[config.mk]
export PLATFORM = sky130hd
export DESIGN_NAME = vga_timing_gen
export DESIGN_NICKNAME = d
export VERILOG_FILES = /design/src/rtl/vga_timing_pkg.sv /design/src/rtl/vga_axis_counter.sv /design/src/rtl/vga_timing_gen.sv
export SDC_FILE = /design/constraint.sdc
export NUM_CORES = 1
export LEC_CHECK = 0
export BUFFER_PORTS_ARGS = -buffer_cell sky130_fd_sc_hd__buf_4
export CAP_MARGIN = 20
export CORE_MARGIN = 10
export CORE_UTILIZATION = 36
export DETAILED_ROUTE_END_ITERATION = 7
export PLACE_DENSITY = 0.55
export SYNTH_ARGS = -nofsm -noshare
export SYNTH_HDL_FRONTEND = slang
export SYNTH_SLANG_ARGS = --single-unit
[constraint.sdc]
create_clock -name clk_25 -period 2.75 [get_ports clk_25]
set_input_delay 0.275 -clock clk_25 [delete_from_list [all_inputs] [get_ports clk_25]]
set_output_delay 0.275 -clock clk_25 [all_outputs]
set_load 0.005 [all_outputs]
[src/rtl/vga_timing_pkg.sv]
// Shared VGA mode constants, sync polarity encodings and counter width helper.
// Purely compile-time content; no logic, no latency, no flow control.
// Modes are expressed per axis so one counter template serves both directions.
package vga_timing_pkg;

    localparam bit SYNC_NEG = 1'b0;
    localparam bit SYNC_POS = 1'b1;

    typedef struct packed {
        int active;
        int fp;
        int sync;
        int bp;
    } axis_mode_t;

    // 640x480 @ 60 Hz, 25.175 MHz pixel clock
    localparam axis_mode_t MODE_640X480_H    = '{active: 640, fp: 16, sync: 96,  bp: 48};
    localparam axis_mode_t MODE_640X480_V    = '{active: 480, fp: 10, sync: 2,   bp: 33};
    localparam bit         MODE_640X480_HPOL = SYNC_NEG;
    localparam bit         MODE_640X480_VPOL = SYNC_NEG;

    // 800x600 @ 60 Hz, 40 MHz pixel clock
    localparam axis_mode_t MODE_800X600_H    = '{active: 800, fp: 40, sync: 128, bp: 88};
    localparam axis_mode_t MODE_800X600_V    = '{active: 600, fp: 1,  sync: 4,   bp: 23};
    localparam bit         MODE_800X600_HPOL = SYNC_POS;
    localparam bit         MODE_800X600_VPOL = SYNC_POS;

    // Smallest width able to hold positions 0 .. total-1.
    function automatic int cnt_width(input int total);
        int w;
        w = 1;
        while ((w < 31) && ((32'sd1 << w) < total)) begin
            w = w + 1;
        end
        return w;
    endfunction

endpackage

[src/rtl/vga_axis_counter.sv]
// One raster axis: position counter with registered sync decode and next-position active decode.
// Latency: count/sync update on the clk_25 edge where adv=1; last and active_nxt are combinational.
// Backpressure: none; adv=0 freezes every register in the axis.
module vga_axis_counter
    import vga_timing_pkg::*;
#(
    parameter int ACTIVE = 640,
    parameter int FP     = 16,
    parameter int SYNC   = 96,
    parameter int BP     = 48,
    parameter bit POL    = SYNC_NEG,
    parameter int CNT_W  = 10
) (
    input  logic             clk_25,
    input  logic             rst,
    input  logic             adv,
    output logic [CNT_W-1:0] count,
    output logic             last,
    output logic             sync,
    output logic             active_nxt
);

    localparam int TOTAL = ACTIVE + FP + SYNC + BP;

    localparam logic [CNT_W-1:0] LAST_POS = CNT_W'(TOTAL - 1);
    localparam logic [CNT_W-1:0] ACT_END  = CNT_W'(ACTIVE);
    localparam logic [CNT_W-1:0] SYNC_BEG = CNT_W'(ACTIVE + FP);
    localparam logic [CNT_W-1:0] SYNC_END = CNT_W'(ACTIVE + FP + SYNC);

    if ((ACTIVE <= 0) || (FP <= 0) || (SYNC <= 0) || (BP <= 0)) begin : g_bad_timing
        $error("vga_axis_counter: every timing parameter must be non-zero");
    end
    if ((CNT_W <= 0) || (CNT_W < cnt_width(TOTAL))) begin : g_bad_width
        $error("vga_axis_counter: CNT_W too narrow for the axis total");
    end

    logic [CNT_W-1:0] count_nxt;
    logic             sync_nxt;

    assign last = (count == LAST_POS);

    always_comb begin
        count_nxt = count;
        if (adv) begin
            count_nxt = last ? '0 : count + 1'b1;
        end
    end

    // Decoding the next position keeps flags aligned with the count they describe.
    assign active_nxt = (count_nxt < ACT_END);
    assign sync_nxt   = ((count_nxt >= SYNC_BEG) && (count_nxt < SYNC_END)) ? POL : ~POL;

    always_ff @(posedge clk_25 or posedge rst) begin
        if (rst) begin
            count <= LAST_POS;
            sync  <= ~POL;
        end else if (adv) begin
            count <= count_nxt;
            sync  <= sync_nxt;
        end
    end

endmodule

[src/rtl/vga_timing_gen.sv]
// Parametrised VGA raster timing: coordinates, syncs, active video, line/frame strobes.
// Latency: all outputs registered, updated one clk_25 edge after pix_en, with zero mutual skew.
// Backpressure: none; pix_en=0 holds all state. Frame counter behind VGA_TIMING_FRAME_CNT_EN.
module vga_timing_gen
    import vga_timing_pkg::*;
#(
    parameter int H_ACTIVE = MODE_640X480_H.active,
    parameter int H_FP     = MODE_640X480_H.fp,
    parameter int H_SYNC   = MODE_640X480_H.sync,
    parameter int H_BP     = MODE_640X480_H.bp,
    parameter int V_ACTIVE = MODE_640X480_V.active,
    parameter int V_FP     = MODE_640X480_V.fp,
    parameter int V_SYNC   = MODE_640X480_V.sync,
    parameter int V_BP     = MODE_640X480_V.bp,
    parameter bit H_POL    = MODE_640X480_HPOL,
    parameter bit V_POL    = MODE_640X480_VPOL,
    parameter int CNT_W    = 10
`ifdef VGA_TIMING_FRAME_CNT_EN
    ,
    parameter int FRAME_W  = 8
`endif
) (
    input  logic               clk_25,
    input  logic               rst,
    input  logic               pix_en,
    output logic [CNT_W-1:0]   x_count,
    output logic [CNT_W-1:0]   y_count,
    output logic               hsync,
    output logic               vsync,
    output logic               active_pixel,
    output logic               line_start,
    output logic               frame_start
`ifdef VGA_TIMING_FRAME_CNT_EN
    ,
    output logic [FRAME_W-1:0] frame_count
`endif
);

    logic h_last;
    logic v_last;
    logic h_act_nxt;
    logic v_act_nxt;
    logic v_adv;

    // The vertical axis only moves on the pixel that wraps the line.
    assign v_adv = pix_en & h_last;

    vga_axis_counter #(
        .ACTIVE (H_ACTIVE),
        .FP     (H_FP),
        .SYNC   (H_SYNC),
        .BP     (H_BP),
        .POL    (H_POL),
        .CNT_W  (CNT_W)
    ) u_h_axis (
        .clk_25     (clk_25),
        .rst        (rst),
        .adv        (pix_en),
        .count      (x_count),
        .last       (h_last),
        .sync       (hsync),
        .active_nxt (h_act_nxt)
    );

    vga_axis_counter #(
        .ACTIVE (V_ACTIVE),
        .FP     (V_FP),
        .SYNC   (V_SYNC),
        .BP     (V_BP),
        .POL    (V_POL),
        .CNT_W  (CNT_W)
    ) u_v_axis (
        .clk_25     (clk_25),
        .rst        (rst),
        .adv        (v_adv),
        .count      (y_count),
        .last       (v_last),
        .sync       (vsync),
        .active_nxt (v_act_nxt)
    );

    // Strobes are registered from the wrap condition, so they mark the position being entered.
    always_ff @(posedge clk_25 or posedge rst) begin
        if (rst) begin
            active_pixel <= 1'b0;
            line_start   <= 1'b0;
            frame_start  <= 1'b0;
        end else if (pix_en) begin
            active_pixel <= h_act_nxt & v_act_nxt;
            line_start   <= h_last;
            frame_start  <= h_last & v_last;
        end
    end

`ifdef VGA_TIMING_FRAME_CNT_EN
    if (FRAME_W <= 0) begin : g_bad_frame_w
        $error("vga_timing_gen: FRAME_W must be non-zero");
    end

    always_ff @(posedge clk_25 or posedge rst) begin
        if (rst) begin
            frame_count <= '0;
        end else if (pix_en && h_last && v_last) begin
            frame_count <= frame_count + 1'b1;
        end
    end
`endif

endmodule
== After elaboration in Yosys (flattened, before gate mapping) ==
Cells that the tools add are included.
Cells by class
  $add $sub $neg: 2
  $lt $le $gt $ge: 6
  equality and inequality tests: 2
  multiplexer cells: 6
  bitwise gates (word level): 3
  reduce and logical (&&, ||, !) cells: 2
Operators by type and width (number)
  two-way mux 10 bit: 4
  adder 10 x 1 -> 10 bit (second input constant): 2
  == test 10 bit (second input constant): 2
  less-than comparator 10 bit (second input constant): 2
  less-than comparator 10 x 9 -> 1 bit (second input constant): 2
  >= comparator 10 bit (second input constant): 1
  >= comparator 10 x 9 -> 1 bit (second input constant): 1
  AND 1 bit: 3
  logical AND 1 bit: 2
  two-way mux 1 bit: 2
Word-level totals
  bits in registers: 25
  bits of input ports: 3
  output and inout bits: 25
  word-level logic and storage cells: 28

== Logic depth before layout (Yosys ltp) ==
  word-level depth: 6
  depth in mapped cells: 8
  depth with buffers taken out: 8

== Modules after synthesis ==
A second synthesis with hierarchy kept.
Unflattened totals
  cell total of the unflattened synthesis: 160
  area total of the unflattened synthesis: 1515.2 sq um
By module, submodules not included
  vga_axis_counter at u_h_axis: instances 1, cells an instance 74, area each 709.4 sq um, sequential area each 285.3 sq um
  vga_axis_counter at u_v_axis: instances 1, cells an instance 75, area each 684.4 sq um, sequential area each 280.3 sq um
  vga_timing_gen: instances 1, cells an instance 11, area each 121.4 sq um, sequential area each 75.1 sq um

== Worst setup path after synthesis ==
OpenSTA, ideal clock, no wires.
  path type: register -> register
  start point: reg u_v_axis.count[0]
  end point: reg active_pixel
  setup time: 104 ps
  arrival time: 1887 ps
  required time: 2646 ps
  path slack: 760 ps
  cell stages (with the launch flop): 9
  path buffers: 0
  clock period less this slack: 1990 ps
  cells stage by stage: dfrtp_1 > inv_1 > ha_1 > or3b_1 > nor4_4 > o21bai_1 > a22oi_2 > inv_2 > o41ai_2
Between the ends
  longest elaborated chain between the ends: 5
  elaborated cells on any way between the ends: 6
  classes of those cells: 1 x add/sub; 1 x order compare; 1 x eq/ne; 2 x mux; 1 x bitwise
Ends and longest elaborated chain
  start: declaration: line vga_axis_counter.sv:17  | output logic [CNT_W-1:0] count,
  start signal: assignment: line vga_axis_counter.sv:58  | count <= count_nxt;
  adder 10 x 1 -> 10 bit / == test 10 bit (equally long branches): line vga_axis_counter.sv:45, vga_axis_counter.sv:40
  two-way mux 10 bit: line vga_axis_counter.sv:45  | count_nxt = last ? '0 : count + 1'b1;
  two-way mux 10 bit *: line vga_axis_counter.sv:44  | if (adv) begin
  less-than comparator 10 x 9 -> 1 bit *: line vga_axis_counter.sv:50  | assign active_nxt = (count_nxt < ACT_END);
  AND 1 bit *: line vga_timing_gen.sv:89  | active_pixel <= h_act_nxt & v_act_nxt;
  end signal: assignment: line vga_timing_gen.sv:89
  end: declaration: line vga_timing_gen.sv:30  | output logic active_pixel,
Mark *: on every way between the ends. The rest lies on a longest branch, timed or not.
A chain may end at the register's enable or synchronous reset.

== Final worst setup path ==
Ends and elaborated chain as after synthesis.

==> metrics <==
Worst VDD drop 194 uV; antenna fix cells 0; Post-CTS Hold Buffers 0; fmax 0.442 GHz; Yosys reg bits 25; Avg Cell Area, Syn between 9 and 10 um2; dpl cells 226; Vias/cell 5.39; root buf cell clkbuf_8; prevailing post-synth register cell dfrtp_1; Initial Utilization 0.369; pin count of the biggest net entering global routing 26; Synth Cell Area approximately 0.0015 mm2; crit path cell chain inv_1, ha_1, or3b_1, nor4_4, nor2_1, a22oi_2, inv_2, o41ai_2; Layout area overhead 19.1%; Sinks on Clock Net 25; CTS Buf Count 3; Final Max Tran Viols 0; CTS resizes 0; non-filler cells, final 230; Routed WL 3540 um; # Post-CTS Setup Buffers 0; static leakage 0.795 nW; setup tns final 0 ns; Slowest Stage Delay on Critical Path 0.44 ns; Die Area 0.00707 mm2; DR WL/cell 15.4 um; Port Buf Inserts 27; commonest non-fill, non-tap cells in the layout buf_4 (27), nand2_1 (17), dfrtp_1 (13); sequential-to-total area share from yosys stat 0.434; dpl hpwl 2710 um; type of the tightest min-delay check in2async; final hold violations 0; number of flops mapped to enable cells by yosys 0; First DRT Iteration DRCs 68; initial antenna violation count 0; I/O Pins 28; crit path launch type register; first-pass GRT wire length 5900 um; gr usage total 0.0980; Async SR Flop Fraction 1.00; Die Ht 84.1 um; DRC violations left 0; vias in the first global route around 1200; Longest Clk Path Bufs 2; Core ar. 0.00400 mm2; synth unique cells between 50 and 60; WP data required 2.93 ns; clock skew around 0.0070 ns; actual slew at the worst max-slew pin between 0.9 and 1 ns; Clk Latency, worst-skew pair 0.27 ns; CTS tree yes; Cells after Synth 154; commonest non-fill, non-tap cell in the layout buf_4; Max FO, Critical Path 7; worst hold slack 0.218 ns; Crit Path Class reg2reg; CTS HTree Levels 1; WP data arrival between 2 and 2.5 ns; Worst R2R Path Depth 8; die outline width between 80 and 90 um; Slew headroom 0.356; final period utilization 0.823; standard-cell rows 23; RSZ-0062 raised after global routing false; final-report setup violation count 0; post-route ant nets 0; GRT overflow 0; CP Capture Type register; maxcap violations 0; synth warn 0; Routability Congestion 0.794; post-route minimum period 2.26 ns; Mapped Nets 160; Worst-path clk slew ~0.1 ns; share of layout cells above drive strength 1 0.328; CP max-delay cell dfrtp_1; Pre-antenna DRT Iters 4; total power per unit cell area 521 mW/mm2; DR vias 1239; NumNets Final between 150 and 200; outcome finished clean
final cells by class:
cell class | instances | area, um2
Fill cell | 396 | 2240
Multi-Input combinational cell | 111 | 758
Sequential cell | 25 | 641
Timing Repair Buffer | 27 | 203
Tap cell | 50 | 62.6
Inverter | 13 | 48.8
Clock buffer | 3 | 41.3
Clock inverter | 1 | 5.00
worst max-delay path, delay by kind of cell (launching register included):
family	cells	cell delay, ns
buffers and inverters	2	0.17
AND/OR/NAND/NOR	3	0.92
flip-flops	1	0.44
AO/OA/AOI/OAI	2	0.47
adder cells (fa/ha/maj)	1	0.17
worst paths after layout:
kind / from / end / slack, ns
max: u_v_axis.count[0] / active_pixel / 0.49
min: rst / u_v_axis.count[5] / 0.22
max reg2reg: u_v_axis.count[0] / active_pixel / 0.49
min reg2reg: active_pixel / active_pixel / 0.51
max in group asynchronous: rst / u_h_axis.count[7] / 1.94
min in group clk_25: pix_en / u_h_axis.count[1] / 0.25
metal layers:
| layer | global-route usage | wire [um] |
|---|---|---|
| met1 | 0.126 | 1690 |
| met2 | 0.154 | 1620 |
| met3 | 0.0293 | 209 |
| met4 | 0.0274 | 19 |
| met5 | 0 | 0 |
synth_stat cells (2+ instances only):
master | count | area share
a21o_1 | 2 | 0.010
a21oi_1 | 2 | 0.0068
a31oi_1 | 3 | 0.013
and3_1 | 2 | 0.0085
clkbuf_1 | 3 | 0.0076
dfrtp_1 | 13 | 0.22
dfstp_2 | 12 | 0.21
ha_1 | 3 | 0.025
inv_1 | 12 | 0.030
mux2i_1 | 2 | 0.014
nand2_1 | 17 | 0.043
nand3_1 | 9 | 0.030
nand3_2 | 2 | 0.014
nand4_1 | 7 | 0.030
nor2_1 | 8 | 0.020
nor3_1 | 3 | 0.010
nor4_1 | 2 | 0.0085
nor4b_1 | 2 | 0.012
o21ai_0 | 12 | 0.041
xnor2_1 | 3 | 0.018
xor2_1 | 4 | 0.024
kinds of logic after synthesis:
group                      share of synthesized area
AOI/OAI and AO/OA                              0.154
adders and majority gates                     0.0254
DFF                                            0.434
and+or+nand+nor                                0.279
muxes                                         0.0135
buffers and inverters                         0.0533
xor gates and xnor gates                      0.0415
flip-flops by register name (all words and copies together), names as in the netlist:
register	cells
u_h_axis.count	10
u_v_axis.count	10
active_pixel	1
frame_start	1
line_start	1
u_h_axis.sync	1
u_v_axis.sync	1
power by group:
part | total (mW) | switching (mW) | internal, mW | leakage [nW]
Combinational | 0.185 | 0.0899 | 0.0955 | 0.482
Clock | 0.228 | 0.127 | 0.102 | 0.0255
Sequential | 0.503 | 0.0737 | 0.430 | 0.287
per-stage QoR:
stage	instance area, um2	utilization	power [mW]	worst slack [ns]
global placement	1710	0.428	0.694	0.553
floorplan	1480	-	0.600	0.760
finish	1760	0.440	0.917	0.487
CTS	1760	0.440	0.928	0.466
detailed placement	1710	0.428	0.699	0.517
global route	1760	0.440	0.964	0.295
No activity file was read; power rests on OpenSTA's default activity.
